===== src/rtl/zx_kbd_pkg.sv =====
// zx_kbd_pkg: virtual-key indices, scancode lookup and key-to-matrix map
package zx_kbd_pkg;
  localparam int VK_COUNT = 48;
  localparam int VK_CS = 0;
  localparam int VK_SS = 36;
  localparam int VK_RSHIFT = 40;
  localparam int VK_BKSP = 41;
  localparam int VK_LEFT = 42;
  localparam int VK_DOWN = 43;
  localparam int VK_UP = 44;
  localparam int VK_RIGHT = 45;
  localparam int VK_ALT = 46;
  localparam int VK_DEL = 47;
  localparam logic [7:0] PS2_BREAK = 8'hF0;
  localparam logic [7:0] PS2_EXT = 8'hE0;
  localparam logic [7:0] PS2_PAUSE = 8'hE1;
  typedef enum logic [2:0] {ST_IDLE, ST_BRK, ST_EXT, ST_EXT_BRK, ST_SKIP} dec_state_t;
  typedef struct packed {
    logic pv;
    logic [2:0] pr;
    logic [2:0] pc;
    logic sv;
    logic [2:0] sr;
    logic [2:0] sc;
  } vk_map_t;
  typedef struct packed {
    logic hit;
    logic [5:0] idx;
  } vk_hit_t;
  // Indices 0..39 follow matrix order (row*5 + col); left Ctrl doubles as SYMBOL SHIFT
  localparam logic [7:0] VK_CODE [VK_COUNT] = '{
    8'h12, 8'h1A, 8'h22, 8'h21, 8'h2A,
    8'h1C, 8'h1B, 8'h23, 8'h2B, 8'h34,
    8'h15, 8'h1D, 8'h24, 8'h2D, 8'h2C,
    8'h16, 8'h1E, 8'h26, 8'h25, 8'h2E,
    8'h45, 8'h46, 8'h3E, 8'h3D, 8'h36,
    8'h4D, 8'h44, 8'h43, 8'h3C, 8'h35,
    8'h5A, 8'h4B, 8'h42, 8'h3B, 8'h33,
    8'h29, 8'h14, 8'h3A, 8'h31, 8'h32,
    8'h59, 8'h66, 8'h6B, 8'h72, 8'h75, 8'h74, 8'h11, 8'h71
  };
  localparam logic [VK_COUNT-1:0] VK_EXT = 48'hBC00_0000_0000;
  function automatic vk_hit_t vk_lookup(input logic [7:0] code, input logic ext);
    vk_hit_t h = '0;
    for (int i = 0; i < VK_COUNT; i++)
      if (VK_CODE[i] == code && VK_EXT[i] == ext) h = '{hit: 1'b1, idx: 6'(i)};
    return h;
  endfunction
  function automatic vk_map_t vk_map(input int i);
    vk_map_t m = '0;
    m.pv = i != VK_ALT && i != VK_DEL;
    m.pr = i < 40 ? 3'(i / 5) : 3'd0;
    m.pc = i < 40 ? 3'(i % 5) : 3'd0;
    case (i)
      VK_BKSP: {m.sv, m.sr, m.sc} = {1'b1, 3'd4, 3'd0};
      VK_LEFT: {m.sv, m.sr, m.sc} = {1'b1, 3'd3, 3'd4};
      VK_DOWN: {m.sv, m.sr, m.sc} = {1'b1, 3'd4, 3'd4};
      VK_UP: {m.sv, m.sr, m.sc} = {1'b1, 3'd4, 3'd3};
      VK_RIGHT: {m.sv, m.sr, m.sc} = {1'b1, 3'd4, 3'd2};
      default: ;
    endcase
    return m;
  endfunction
endpackage


===== src/rtl/ps2_rx.sv =====
// ps2_rx: PS/2 line synchronisers, clock filter and 11-bit frame receiver
module ps2_rx #(
  parameter int FILTER_LEN = 4,
  parameter int TIMEOUT_CYCLES = 14000
) (
  input logic clk14,
  input logic rst_n,
  input logic ps2_clk,
  input logic ps2_dat,
  output logic rx_valid,
  output logic [7:0] rx_byte,
  output logic frame_err
);
  localparam int FW = $clog2(FILTER_LEN + 1);
  localparam int TW = $clog2(TIMEOUT_CYCLES + 1);
  logic [1:0] clk_sync, dat_sync;
  logic filt, flip, strobe, frame_ok, timeout, last_bit;
  logic [FW-1:0] filt_cnt;
  logic [TW-1:0] to_cnt;
  logic [3:0] bit_cnt;
  logic [9:0] shift;
  assign flip = clk_sync[1] != filt && filt_cnt == FW'(FILTER_LEN - 1);
  assign strobe = flip && filt;
  assign last_bit = bit_cnt == 4'd10;
  // shift holds start at [0], data at [8:1], parity at [9]; the stop bit is the live sample
  assign frame_ok = !shift[0] && dat_sync[1] && ^shift[9:1];
  assign timeout = !strobe && to_cnt == TW'(TIMEOUT_CYCLES - 1);
  always_ff @(posedge clk14 or negedge rst_n)
    if (!rst_n) begin
      clk_sync <= 2'b11;
      dat_sync <= 2'b11;
      filt <= 1'b1;
      filt_cnt <= '0;
      to_cnt <= '0;
      bit_cnt <= '0;
      shift <= '0;
      rx_valid <= 1'b0;
      rx_byte <= '0;
      frame_err <= 1'b0;
    end else begin
      clk_sync <= {clk_sync[0], ps2_clk};
      dat_sync <= {dat_sync[0], ps2_dat};
      filt_cnt <= (clk_sync[1] == filt || flip) ? '0 : filt_cnt + 1'b1;
      filt <= flip ? ~filt : filt;
      to_cnt <= strobe ? '0 : (to_cnt == TW'(TIMEOUT_CYCLES) ? to_cnt : to_cnt + 1'b1);
      rx_valid <= strobe && last_bit && frame_ok;
      frame_err <= (strobe && last_bit && !frame_ok) || (timeout && bit_cnt != 4'd0);
      if (strobe) begin
        shift <= {dat_sync[1], shift[9:1]};
        bit_cnt <= last_bit ? 4'd0 : bit_cnt + 4'd1;
        if (last_bit) rx_byte <= shift[8:1];
      end else if (timeout) bit_cnt <= 4'd0;
    end
endmodule


===== src/rtl/ps2_key_matrix.sv =====
// ps2_key_matrix: PS/2 set-2 decoder driving the ZX Spectrum 8x5 key matrix
module ps2_key_matrix
  import zx_kbd_pkg::*;
#(
  parameter int FILTER_LEN = 4,
  parameter int TIMEOUT_CYCLES = 14000
) (
  input logic clk14,
  input logic rst_n,
  input logic ps2_clk,
  input logic ps2_dat,
  input logic [7:0] addr_hi,
  output logic [4:0] kd,
  output logic key_reset,
  output logic frame_err
);
  logic rx_valid, combo, combo_q;
  logic [7:0] rx_byte;
  dec_state_t state;
  logic [2:0] skip_cnt;
  logic [VK_COUNT-1:0] flags;
  logic [7:0][4:0] mat;
  vk_hit_t hit;
  vk_map_t m;
  ps2_rx #(.FILTER_LEN(FILTER_LEN), .TIMEOUT_CYCLES(TIMEOUT_CYCLES)) u_rx (
    .clk14(clk14),
    .rst_n(rst_n),
    .ps2_clk(ps2_clk),
    .ps2_dat(ps2_dat),
    .rx_valid(rx_valid),
    .rx_byte(rx_byte),
    .frame_err(frame_err)
  );
  assign hit = vk_lookup(rx_byte, state == ST_EXT || state == ST_EXT_BRK);
  assign combo = flags[VK_SS] & flags[VK_ALT] & flags[VK_DEL];
  always_ff @(posedge clk14 or negedge rst_n)
    if (!rst_n) begin
      state <= ST_IDLE;
      skip_cnt <= '0;
      flags <= '0;
      combo_q <= 1'b0;
      key_reset <= 1'b0;
    end else begin
      combo_q <= combo;
      key_reset <= combo & ~combo_q;
      if (rx_valid)
        case (state)
          ST_IDLE:
            if (rx_byte == PS2_BREAK) state <= ST_BRK;
            else if (rx_byte == PS2_EXT) state <= ST_EXT;
            else if (rx_byte == PS2_PAUSE) begin
              state <= ST_SKIP;
              skip_cnt <= 3'd7;
            end else if (rx_byte == 8'h00 || rx_byte == 8'hFF) flags <= '0;
            else if (hit.hit) flags[hit.idx] <= 1'b1;
          ST_EXT: begin
            state <= rx_byte == PS2_BREAK ? ST_EXT_BRK : ST_IDLE;
            if (rx_byte != PS2_BREAK && hit.hit) flags[hit.idx] <= 1'b1;
          end
          ST_BRK, ST_EXT_BRK: begin
            state <= ST_IDLE;
            if (hit.hit) flags[hit.idx] <= 1'b0;
          end
          default: begin
            skip_cnt <= skip_cnt - 3'd1;
            state <= skip_cnt == 3'd1 ? ST_IDLE : ST_SKIP;
          end
        endcase
    end
  // Each matrix bit is the OR of every held key that drives it
  always_comb begin
    mat = '0;
    m = '0;
    for (int i = 0; i < VK_COUNT; i++) begin
      m = vk_map(i);
      if (flags[i] && m.pv) mat[m.pr][m.pc] = 1'b1;
      if (flags[i] && m.sv) mat[m.sr][m.sc] = 1'b1;
    end
  end
  always_comb begin
    kd = '1;
    for (int c = 0; c < 5; c++)
      for (int r = 0; r < 8; r++)
        if (mat[r][c] && !addr_hi[r]) kd[c] = 1'b0;
  end
endmodule


===== config.mk =====
export PLATFORM = sky130hd
export DESIGN_NAME = ps2_key_matrix
export DESIGN_NICKNAME = d
export VERILOG_FILES = /design/src/rtl/zx_kbd_pkg.sv /design/src/rtl/ps2_rx.sv /design/src/rtl/ps2_key_matrix.sv
export SDC_FILE = /design/constraint.sdc
export NUM_CORES = 1
export LEC_CHECK = 0
export BUFFER_PORTS_ARGS = -buffer_cell sky130_fd_sc_hd__buf_4
export CORE_MARGIN = 3
export CORE_UTILIZATION = 45
export DETAILED_ROUTE_END_ITERATION = 16
export GPL_ROUTABILITY_DRIVEN = 0
export PLACE_DENSITY = 0.62
export SLEW_MARGIN = 10
export SYNTH_ARGS = -nofsm -noshare
export SYNTH_HDL_FRONTEND = slang
export SYNTH_HIERARCHICAL = 1
export SYNTH_SLANG_ARGS = --single-unit

===== constraint.sdc =====
create_clock -name clk14 -period 4.58 [get_ports clk14]
set_input_delay 0.229 -clock clk14 [delete_from_list [all_inputs] [get_ports clk14]]
set_output_delay 0.229 -clock clk14 [all_outputs]
set_load 0.05 [all_outputs]

==> results.toml <==
[layout]
layout_commonest_cell = "dfrtp_1"
area_growth_syn_to_layout_pct = 8.821
design_area_sq_mm = 0.006421
antenna_cells = 0
drive_gt1_share_pct = 13.32
layout_common_cells = "dfrtp_1, a21oi_1, nand2_1"
nets = 654

[die]
placementRows = 41
coreArea_sq_mm = 0.01272
die_area_sq_mm = 0.01452
ios = 19
die_y_microns = 120.5
start_util_pct = 46.38
die-width_microns = 120.5

[drt]
wirelength_mm = 15.81
route.detailed.drc = 0
wl_per_cell_microns = 19.51
dr.pass1.iters = 6
vias = 5020
dr.first_iter.drc_count = 674
antenna_left = 0
viasPerCell = 6.198

[timing]
tightest_slew_ns = 0.9824
fmax_mhz = 291.9
fin_ws_ns = 1.154
tns_ns = 0
hold_viol_final = 0
maxSlewViolCount = 0
final-setup-viol-count = 0
fin_crit_sh_pct = 74.81
hold_slack_ns = 0.3572
rsz0062_at_grt = "no"
period_minus_slack_ns = 3.426
finClkSkew_ns = 0.009520
max_slew_margin_pct = 34.34

[critical_path]
worstPathMaxFanout = 27
cp_num_buf_inv = 1
path_cells = "nand2_1, o41ai_2, a21oi_2, nor2_4, buf_4, a21boi_4, a21oi_1"
worstPathRequired_ns = 4.79
crit_slowest_cell = "a21boi_4"
cp_top_family = "compound AO/OA/AOI/OAI gates"
slowest_delay_ns = 0.84
critPathLaunchType = "flop"
cp-end-kind = "flop"
crit_arrival_ns = 3.64
path_class = "flop to flop"

[clocking]
root_buffer = "clkbuf_16"
htree_levels = 3
post-cts-setup-buffer-count = 0
post_cts_resized = 0
clk_pin_slew_ns = 0.07
cts-buffers-inserted = 9
cts_buffer_depth = 2
cts_tree = "done"
clk_latency_ns = 0.37
clock-sinks = 102

[logic_synthesis]
synth_top_family_by_area = "compound AO/OA/AOI/OAI gates"
synth_compound_area_share_pct = 23.52
yosys.area_share.simple_pct = 20.70
synthXorXnorAreaFrac_pct = 3.350
netlist_area_sq_mm = 0.005901
syn-num-nets = 651
yosys_warnings = 6
syn_inst = 630
yosys.area.top_type = "dfrtp_1"
synth-seq-area-share_pct = 43.36
yosysTopAreaCellShare_pct = 41.14
synth_edf_count = 0
muxShareOfSynthArea_pct = 2.248
async_flop_share_pct = 100.0
synth_cell_types = 78
synth_area_leaders = "dfrtp_1, a21oi_1, o21ai_0, nand2_1, nor2_1"
synth_area_per_cell_sq_um = 9.366
synth_flop_cell = "dfrtp_1"
ys_seq_elements = 102
synth_adder_area_share_pct = 1.908

[global_route]
grt_max_degree = 53
grt_overflow = 0
grtUsageMet1_pct = 30.05
grt_pass1_vias = 4723
top_usage_layer = "met2"
grt_pass1_wl_mm = 25.63
grt_antenna_before_repair = 0
use_met2_pct = 35.49
grt_use_total_pct = 22.72
use_met3_pct = 6.408

[place]
place_hpwl_mm = 10.97
numPortBuffers = 18
placed_cell_area_sq_mm = 0.006102
dpl_worst_slack_ns = 1.197

[power_and_ir_drop]
power_per_cell_area_mw_per_mm2 = 320.0
ir_drop_v = 0.0003354
p_leak_uw = 0.002705

[worst_hold_path]
hold_class = "flop to flop"

[run_status]
status = "finished, final reports clean"

[flow_run]
drv_cap = 0
==> path summary, 6_finish.rpt <==
kind	from	endpoint	slack, ns	depth (start not counted)
setup / recovery	u_rx/rx_byte[0]$_DFFE_PN0P_	flags[45]$_DFFE_PN0P_	1.15	7
hold / removal	u_rx/clk_sync[0]$_DFF_PN1_	u_rx/clk_sync[1]$_DFF_PN1_	0.36	0
setup reg to reg	u_rx/rx_byte[0]$_DFFE_PN0P_	flags[45]$_DFFE_PN0P_	1.15	7
hold reg to reg	u_rx/clk_sync[0]$_DFF_PN1_	u_rx/clk_sync[1]$_DFF_PN1_	0.36	0
max in group asynchronous	rst_n	u_rx/rx_byte[2]$_DFFE_PN0P_	3.06	3
min in group asynchronous	rst_n	key_reset$_DFF_PN0_	0.42	2
==> worst register-to-register path: stages (launching register included) <==
cell and delay [ns]:
dfrtp_1 0.77, nand2_1 0.21, o41ai_2 0.47, a21oi_2 0.34, nor2_4 0.16, buf_4 0.31, a21boi_4 0.84, a21oi_1 0.18
==> cells in the mapped netlist (all sizes together) (6+ instances only) <==
master  number
clkbuf      21
inv         23
a31oi       12
xnor2       12
a21oi       89
xor2         8
nor4bb       6
mux2        10
nand2b      10
nand3       21
ha           9
nand4        8
dfrtp       97
nor4         9
nor2        47
buf         15
nor3        10
nand2       58
nor2b       11
a41oi        7
o21ai       49
and3         6
a22oi        8
==> routing by layer <==
layer,part of all wire [%],vias up
met4,3.7,0
li1,-,2317
met1,41,2380
met3,8.9,55
met2,46,268
met5,0,-
==> flip-flops by register name, indices dropped and copies added, names as in the netlist <==
signal	flops
flags	48
u_rx/to_cnt	14
u_rx/shift	10
u_rx/rx_byte	8
u_rx/bit_cnt	4
skip_cnt	3
state	3
u_rx/filt_cnt	3
u_rx/clk_sync	2
u_rx/dat_sync	2
combo_q	1
key_reset	1
u_rx/filt	1
u_rx/frame_err	1
u_rx/rx_valid	1
==> report_power, final <==
group / leakage, uW / switching [uW] / internal (uW)
logic: 0.00117 / 133 / 116
clock network: 0.000149 / 344 / 420
registers: 0.00139 / 72.0 / 969
==> area by class of cell <==
type	instances	area, sq um
clock buffer	9	225.2
clock inverter	7	63.81
fill	1218	6301
inverter	23	86.33
multi-input combinational	469	3054
sequential	102	2559
tap	172	215.2
timing repair buffer	28	217.7
==> logic make-up (layout without fill, tap and decap cells) <==
logic type | count (synthesis) | in the layout
buffers and inverters | 59 | 67
flip-flops | 102 | 102
multiplexers | 12 | 12
AO/OA/AOI/OAI | 206 | 206
adder cells (fa/ha/maj) | 9 | 9
XOR/XNOR | 21 | 21
AND/OR/NAND/NOR | 221 | 221
==> per-stage QoR <==
step | power (uW) | std cells | utilization [%]
finish | 2055 | 810 | 50.47
detailed placement | 1306 | 791 | 47.96
global route | 2165 | 810 | 50.47
CTS | 2078 | 810 | 50.47
global placement | 1291 | 791 | 47.96
floorplan | 1229 | 630 | -
==> timing repair <==
action	in CTS	in global routing
setup endpoints to repair	0	0
endpoints found under the hold margin	51	0
hold buffers	3	0
Power figures use the tool's default switching activity.
